===== config.mk =====
export PLATFORM = sky130hd
export DESIGN_NAME = sar_search_ctrl_flat
export DESIGN_NICKNAME = d
export VERILOG_FILES = /design/src/rtl/sar_search_ctrl_if.sv /design/src/rtl/sar_search_ctrl.sv /design/src/flat_wrapper.sv
export SDC_FILE = /design/constraint.sdc
export NUM_CORES = 1
export LEC_CHECK = 0
export ABC_AREA = 1
export CAP_MARGIN = 20
export CORE_MARGIN = 3
export CORE_UTILIZATION = 41
export CTS_CLUSTER_DIAMETER = 60
export CTS_CLUSTER_SIZE = 40
export DETAILED_ROUTE_END_ITERATION = 12
export GPL_TIMING_DRIVEN = 0
export PLACE_DENSITY = 0.71
export SLEW_MARGIN = 10
export SYNTH_ARGS = -nofsm -noshare
export SYNTH_HDL_FRONTEND = slang
export SYNTH_SLANG_ARGS = --single-unit

===== constraint.sdc =====
create_clock -name clk -period 1.2 [get_ports clk]
set_input_delay 0.18 -clock clk [delete_from_list [all_inputs] [get_ports clk]]
set_output_delay 0.18 -clock clk [all_outputs]
set_load 0.05 [all_outputs]

===== src/rtl/sar_search_ctrl_if.sv =====
// rtl/sar_search_ctrl_if.sv - start/comparator/result signal bundle for the SAR search controller
interface sar_search_ctrl_if #(
    parameter int W = 4
);
    logic         start;
    logic [W-1:0] cmp_a;
    logic         cmp_e;
    logic         cmp_g;
    logic         cmp_l;
    logic         busy;
    logic         done;
    logic [W-1:0] result;
    logic         err;

    // Environment side: issues start and returns comparator flags
    modport master (
        output start, cmp_e, cmp_g, cmp_l,
        input  cmp_a, busy, done, result, err
    );

    // Controller side
    modport slave (
        input  start, cmp_e, cmp_g, cmp_l,
        output cmp_a, busy, done, result, err
    );
endinterface


===== src/rtl/sar_search_ctrl.sv =====
// rtl/sar_search_ctrl.sv - binary-search controller driving an external comparator (optional SAR_EARLY_EXIT_EN)
module sar_search_ctrl #(
    parameter int W = 4
) (
    input  logic              clk,
    input  logic              rst_n,
    sar_search_ctrl_if.slave  bus
);
    localparam int IW = $clog2(W);
    localparam logic [IW-1:0] IDX_TOP = IW'(W - 1);

    typedef enum logic {IDLE, TRY} state_t;

    state_t        state_q, state_d;
    logic [IW-1:0] idx_q, idx_d;
    logic [W-1:0]  trial_q, trial_d;
    logic [W-1:0]  result_q, result_d;
    logic          err_q, err_d;
    logic          done_q, done_d;

    logic          one_hot;
    logic [W-1:0]  idx_bit;
    logic [W-1:0]  kept;

    // State and output registers; everything returns to idle on reset
    always_ff @(posedge clk) begin
        if (!rst_n) begin
            state_q  <= IDLE;
            idx_q    <= '0;
            trial_q  <= '0;
            result_q <= '0;
            err_q    <= 1'b0;
            done_q   <= 1'b0;
        end else begin
            state_q  <= state_d;
            idx_q    <= idx_d;
            trial_q  <= trial_d;
            result_q <= result_d;
            err_q    <= err_d;
            done_q   <= done_d;
        end
    end

    // Next-state: resolve one bit per cycle from the comparator flags
    always_comb begin
        state_d  = state_q;
        idx_d    = idx_q;
        trial_d  = trial_q;
        result_d = result_q;
        err_d    = err_q;
        done_d   = 1'b0;

        one_hot = ( bus.cmp_e & ~bus.cmp_g & ~bus.cmp_l) |
                  (~bus.cmp_e &  bus.cmp_g & ~bus.cmp_l) |
                  (~bus.cmp_e & ~bus.cmp_g &  bus.cmp_l);
        idx_bit = W'(1) << idx_q;
        // A > B means the trial bit overshoots and must be cleared
        kept    = bus.cmp_g ? (trial_q & ~idx_bit) : trial_q;

        case (state_q)
            IDLE: begin
                trial_d = '0;
                if (bus.start) begin
                    idx_d    = IDX_TOP;
                    trial_d  = W'(1) << IDX_TOP;
                    result_d = '0;
                    err_d    = 1'b0;
                    state_d  = TRY;
                end
            end
            TRY: begin
                if (!one_hot) begin
                    err_d    = 1'b1;
                    result_d = '0;
                    done_d   = 1'b1;
                    trial_d  = '0;
                    state_d  = IDLE;
                end
`ifdef SAR_EARLY_EXIT_EN
                else if (bus.cmp_e) begin
                    result_d = trial_q;
                    done_d   = 1'b1;
                    trial_d  = '0;
                    state_d  = IDLE;
                end
`endif
                else if (idx_q == '0) begin
                    result_d = kept;
                    done_d   = 1'b1;
                    trial_d  = '0;
                    state_d  = IDLE;
                end else begin
                    idx_d   = idx_q - IW'(1);
                    trial_d = kept | (idx_bit >> 1);
                end
            end
            default: begin
                state_d = IDLE;
                trial_d = '0;
            end
        endcase
    end

    assign bus.cmp_a  = trial_q;
    assign bus.busy   = (state_q == TRY);
    assign bus.done   = done_q;
    assign bus.result = result_q;
    assign bus.err    = err_q;
endmodule


===== src/flat_wrapper.sv =====
// flat-port wrapper written by rule: the top's interface ports become plain ports
module sar_search_ctrl_flat 
#(
    parameter int W = 4
)
  (clk, rst_n, bus_start, bus_cmp_e, bus_cmp_g, bus_cmp_l, bus_cmp_a, bus_busy, bus_done, bus_result, bus_err);
  sar_search_ctrl_if #(.W(W)) bus_i ();
  input  logic clk;
  input  logic rst_n;
  input wire logic [$bits(bus_i.start)-1:0] bus_start;
  input wire logic [$bits(bus_i.cmp_e)-1:0] bus_cmp_e;
  input wire logic [$bits(bus_i.cmp_g)-1:0] bus_cmp_g;
  input wire logic [$bits(bus_i.cmp_l)-1:0] bus_cmp_l;
  output wire logic [$bits(bus_i.cmp_a)-1:0] bus_cmp_a;
  output wire logic [$bits(bus_i.busy)-1:0] bus_busy;
  output wire logic [$bits(bus_i.done)-1:0] bus_done;
  output wire logic [$bits(bus_i.result)-1:0] bus_result;
  output wire logic [$bits(bus_i.err)-1:0] bus_err;
  assign bus_i.start = bus_start;
  assign bus_i.cmp_e = bus_cmp_e;
  assign bus_i.cmp_g = bus_cmp_g;
  assign bus_i.cmp_l = bus_cmp_l;
  assign bus_cmp_a = bus_i.cmp_a;
  assign bus_busy = bus_i.busy;
  assign bus_done = bus_i.done;
  assign bus_result = bus_i.result;
  assign bus_err = bus_i.err;
  sar_search_ctrl #(.W(W)) u_core (.clk(clk), .rst_n(rst_n), .bus(bus_i));
endmodule

Word-level counts from Yosys, hierarchy flattened
Index checks and enable logic that the tools add are counted.

Flip-flop bits (word level): 13. Input port bits: 6. Output and inout bits: 11.

Add/subtract/negate cells: 1. Equality and inequality tests: 5. Shifts and indexed selects: 1. Multiplexer cells: 22. Bitwise logic cells: 15. Reductions and logical operators: 5.

Operator list (number): $mux W4 (7); $pmux W4 S2 (2); $ne A2 B2 Y1 const B (4); $mux W1 (7); $and A1 B1 Y1 (6); $mux W2 (3); $reduce_and A2 Y1 (3); $and A4 B4 Y4 (1); $not A1 Y1 (4); $not A4 Y4 (1); $or A4 B3 Y4 (1); $pmux W1 S2 (2); $pmux W2 S2 (1); $shl A1 B2 Y4 const A (1); $ne A3 B3 Y1 const B (1); $reduce_and A3 Y1 (1); $logic_not A2 Y1 (1); $or A1 B1 Y1 (2); $sub A2 B1 Y2 const B (1).

Longest topological paths before layout
Gate-level depths: netlist of run 1.

Word-level depth: 8. Mapped depth: 8. Depth with buffers taken out: 8.

Worst setup path before layout of run 1
No wires, ideal clock.

Kind: reg-to-reg. From: register u_core.state_q, in the netlist u_core.bus.busy. To: register u_core.result_q[1], in the netlist u_core.bus.result[1]. Library setup time: 70 ps. Arrival time: 1310 ps. Data required time: 1130 ps. Setup slack: -180 ps. Cell stages (with the launch flop): 6. Path buffers: 1. Period minus slack after synthesis: 1380 ps. Cells stage by stage: dfxtp_1 buf_6 nand2_1 inv_1 nand4_1 a21oi_1.

Longest elaborated chain between the ends: 3.

Ends and longest elaborated chain: from (decl) (line sar_search_ctrl.sv:14) `state_t state_q, state_d;`; from (signal assigned) (line sar_search_ctrl.sv:35) `state_q <= state_d;`; $not A1 Y1 (line sar_search_ctrl.sv:60) `case (state_q)`; $ne A2 B2 Y1 (no line); $reduce_and A2 Y1 (no line); to (signal assigned) (line sar_search_ctrl.sv:38) `result_q <= result_d;`; to (decl) (line sar_search_ctrl.sv:17) `logic [W-1:0] result_q, result_d;`.

Parallel ways exist; a longest one is shown, timed or not. A chain may end at the register's enable or synchronous reset.

Worst setup path in the final report of run 1
From: register u_core.state_q, in the netlist u_core.bus.busy. To: output bus_busy.

RTL lines: to (decl) (line flat_wrapper.sv:15) `output wire logic [$bits(bus_i.busy)-1:0] bus_busy;`.

No word-level cell between the ends.

==> metrics.txt, run 1 <==
initial antenna violation count 0; average size of a mapped cell 8.32 µm²; TritonCTS Buffers 3; global route overflow 0; Placed Cells 111; Final period util 0.977; Initial DRC Count 6; largest cells by area after synthesis dfxtp_1, nand3_4, ha_1; CTS tree built; hold-critical path depth 2; CTS max path bufs 2; Syn Std Cell Area 666 µm²; CP Cell Sequence clkdlybuf4s15_2; Slew HR 0.801; Hold Buf Count CTS 0; Hold Vio Cnt, Final 0; delay-heaviest family, CP flip-flops; RSZ-0062 raised after global routing yes; Critical Path Sink Type output pin; syn_nets 90; I/O pins 17; Clk Tree Root Cell clkbuf_4; die height 46.3 µm; Avg WL per Cell 12.7 µm; gpl congestion 0.775; Lkg Pwr 0.380 nW; vias per cell 5.22; Syn-to-layout area delta 37.8%; GRT Overall Usage 0.149; final layout net count 111; Synth Register Bits 13; largest net degree at the start of global routing 10; critical path data required time 1020 ps; post-synthesis sequential area ratio 0.391; Yosys cell types 17; die width 46.3 µm; PnR worst setup slack 27.5 ps; Setup crit start kind flop; Starting Density 0.470; Synth Warn # 0; most common cell after layout, fill and taps aside dfxtp_1; vias in the first global route 546; drt first pass iters 4; min Tclk post-route 1170 ps; Antenna Violating Nets Remaining 0; final WL 1.46 mm; WHS 468 ps; total die area 0.00214 mm²; slowest CP cell dfxtp_4; CP bufs+invs 1; dpl hpwl 1.07 mm; routed vias 600; Slew @ Worst Pin 298 ps; port bufs 16; worst clock skew 4.33 ps; dpl ws -298 ps; top cell type's share of synthesized area 0.391; final setup fails 0; clock sinks 13; Rows 13; worst path arrival time 990 ps; most frequent cells in the layout dfxtp_1, inv_1, nor2_1, clkdlybuf4s15_2, nand4_1; CP Max Fanout 2; Worst Hold Class flop to flop; Pwr Density 1070 mW/mm²; H-tree levels 1; fin cells 115; outcome finished clean; Highest Clock Rate 853 MHz; first-pass GRT wire length 2.29 mm; ant diodes 0; Slew Viols, Final 0; final total power 0.986 mW; core area 0.00142 mm²; share of cells above drive strength 1 0.350; max cap viols 0; Reg clk slew, reported paths 70 ps; Reg2Reg Depth 6; post-synthesis instance total 80; cell taking the most area after synthesis dfxtp_1; Skew-Pair Late Insertion Delay 280 ps; type of the worst setup path flop to output pin; crit-path max cell delay 360 ps; WP depth 1; final core utilization 0.648; DRC Markers 0; Max VDD drop 596 µV
-- worst paths after layout --
check                  startpoint         endpoint  slack [ps]
hold reg to reg    u_core.bus.err   u_core.bus.err         470
setup reg to reg  u_core.idx_q[1]  u_core.idx_q[0]          60
setup / recovery  u_core.bus.busy         bus_busy          30
hold / removal     u_core.bus.err   u_core.bus.err         470
-- state kept, by name, indices dropped and copies added (netlist names) --
signal             count
u_core.bus.busy        1
u_core.bus.done        1
u_core.bus.cmp_a       4
u_core.bus.result      4
u_core.idx_q           2
u_core.bus.err         1
-- cells in the mapped netlist --
library cell and number:
a21oi_1 9, dfxtp_1 13, nand2_2 2, or2_2 1, buf_6 1, nand2_4 1, nand3_2 1, nand3_1 4
nand2_1 8, ha_1 4, inv_1 10, nor2_1 9, a21boi_0 3, nand3_4 3, inv_2 2, o21ai_1 1
nand4_1 8
-- logic make-up (layout without fill, tap and decap cells) --
kind of cell    count (synthesis)  in the layout  share of synthesized area
compound gates                 13             13                      0.109
fa+ha+maj                       4              4                     0.0752
buf+inv                        13             33                     0.0846
simple gates                   37             37                      0.340
flops                          13             13                      0.391
-- layout make-up --
cell class	count	area, µm²
Buffer	1	11.3
Clock buffer	4	26.3
Fill cell	129	498
Inverter	12	45.0
Multi-Input combinational cell	54	384
Sequential cell	13	267
Tap cell	15	18.8
Timing Repair Buffer	16	165
-- report_power, final --
group          internal, mW  total [mW]  switching (mW)
Combinational        0.0907       0.251           0.160
Sequential            0.452       0.465          0.0134
Clock                 0.129       0.270           0.141
Total                 0.671       0.986           0.315
-- stage by stage --
stage          setup TNS [ps]  cell area (µm²)
6_report                    0              917
5_1_grt                 -53.6              917
4_1_cts                     0              896
3_5_place_dp            -3870              848
3_3_place_gp            -3800              848
2_1_floorplan               0              669
-- metal layers --
metal	global-route usage	vias up	part of all wire
li1	-	310	-
met1	0.189	275	0.45
met2	0.242	13	0.49
met3	0.0391	2	0.047
met4	0.0511	0	0.013
met5	0	-	0
-- repair_timing --
| action | 4_1_cts | 5_1_grt |
|---|---|---|
| gates resized for setup | 44 | 7 |
| pin swaps | 1 | 3 |
| endpoints found under the setup margin | 18 | 10 |
| setup buffers | 0 | 0 |
(Power assumes the default switching activity.)
==> run 2: changes to the inputs <==
- RECOVER_POWER: unset -> 50
==> metrics.txt, run 2 (same netlist as run 1, synthesis figures left out) <==
outcome finished clean; Design Area, Final 917 µm²; die height 46.3 µm; max cap viols 0; Final period util 0.977; final total power 0.986 mW; Reg clk slew, reported paths 70 ps; Slew @ Worst Pin 298 ps; critical path data required time 1020 ps; delay-heaviest family, CP flip-flops; slowest CP cell dfxtp_4; Highest Clock Rate 853 MHz; Hold Vio Cnt, Final 0; vias in the first global route 546; Lkg Pwr 0.379 nW; final WL 1.46 mm; port bufs 16; RR Startpoint u_core.idx_q[1]; clock sinks 13; crit-path max cell delay 360 ps; fin cells 115; initial antenna violation count 0; share of cells above drive strength 1 0.350; Syn-to-layout area delta 37.8%; FF-to-FF setup slack 60 ps; TritonCTS Buffers 3; worst path arrival time 990 ps; Starting Density 0.470; routed vias 600; dpl hpwl 1.07 mm; final setup fails 0; Max VDD drop 596 µV; gpl congestion 0.775; met3 wire length 68 µm; global route overflow 0; most common cell after layout, fill and taps aside dfxtp_1; CP Max Fanout 2; ant diodes 0; first-pass GRT wire length 2.29 mm; top layer in use met4; RSZ-0062 raised after global routing yes; Rows 13; final layout net count 111; Critical Path Sink Type output pin; type of the worst setup path flop to output pin; Antenna Violating Nets Remaining 0; die width 46.3 µm; CP Cell Sequence clkdlybuf4s15_2; core area 0.00142 mm²; Pwr Density 1070 mW/mm²; layout filler cell count 129; largest net degree at the start of global routing 10; Post-DP Area 848 µm²; Skew-Pair Late Insertion Delay 280 ps; Setup crit start kind flop; Avg WL per Cell 12.7 µm; GRT Overall Usage 0.149; min Tclk post-route 1170 ps; Hold Path Origin u_core.bus.err; I/O pins 17; Worst Hold Class flop to flop; length of routed met2 wiring 713 µm; wl on met1 655 µm; H-tree levels 1; Slew Viols, Final 0; Initial DRC Count 6; vias per cell 5.22; Placed Cells 111; CP bufs+invs 1; Hold Buf Count CTS 0; total die area 0.00214 mm²; most frequent cells in the layout dfxtp_1, inv_1, nor2_1, clkdlybuf4s15_2, nand4_1; worst clock skew 4.27 ps; CTS tree built; drt first pass iters 4; Slew HR 0.801; DRC Markers 0; post-CTS setup buffer count 0; CP Launch Point u_core.bus.busy; Clk Tree Root Cell clkbuf_4; CTS max path bufs 2
==> run 2: repair_timing <==
item | in CTS | in global routing
resized for setup | 44 | 7
pin swaps | 1 | 3
endpoints found under the setup margin | 18 | 10
cloned | 0 | 0
==> run 2: layout make-up <==
class / count / area [µm²] / area share
inverter: 12 / 45.0 / 0.0491
clock buffer: 4 / 26.3 / 0.0286
buffer: 1 / 11.3 / 0.0123
timing repair buffer: 16 / 165 / 0.180
tap: 15 / 18.8 / 0.0205
multi-input combinational: 54 / 384 / 0.419
sequential: 13 / 267 / 0.291
==> run 2: worst register-to-register path: stages (launching register included) <==
cell	delay [ps]
dfxtp_2	360
inv_1	90
ha_4	180
inv_1	120
nand3_4	110
o21ai_1	130
nor2_1	50
==> run 2: layer usage <==
metal,up-vias,global-route usage
li1,310,-
met1,275,0.189
met2,13,0.242
met3,2,0.0391
met4,0,0.0511
met5,-,0
==> run 2: path summary, 6_finish.rpt <==
| kind | endpoint | cells after the start |
|---|---|---|
| max reg2reg | u_core.idx_q[0] | 6 |
| min reg2reg | u_core.bus.err | 2 |
| min | u_core.bus.err | 2 |
| max | bus_busy | 1 |
==> run 2: per-stage QoR <==
step	hold slack, ps	worst slack, ps	utilization	setup TNS [ps]
finish	468	27.5	0.648	0
global route	479	-25.5	0.648	-53.7
CTS	468	9.86	0.633	0
detailed placement	456	-298	0.599	-3870
global placement	455	-292	0.599	-3800
floorplan	301	2.89	-	0
==> run 2: where the power goes <==
part           switching [mW]  internal [mW]
combinational           0.160         0.0907
clock                   0.141          0.129
sequential             0.0134          0.452
==> run 3: changes to the inputs <==
- SLEW_MARGIN: 10 -> unset
==> results of run 3 <==
No change in the layout: final DEF, timing and power equal those of run 2.
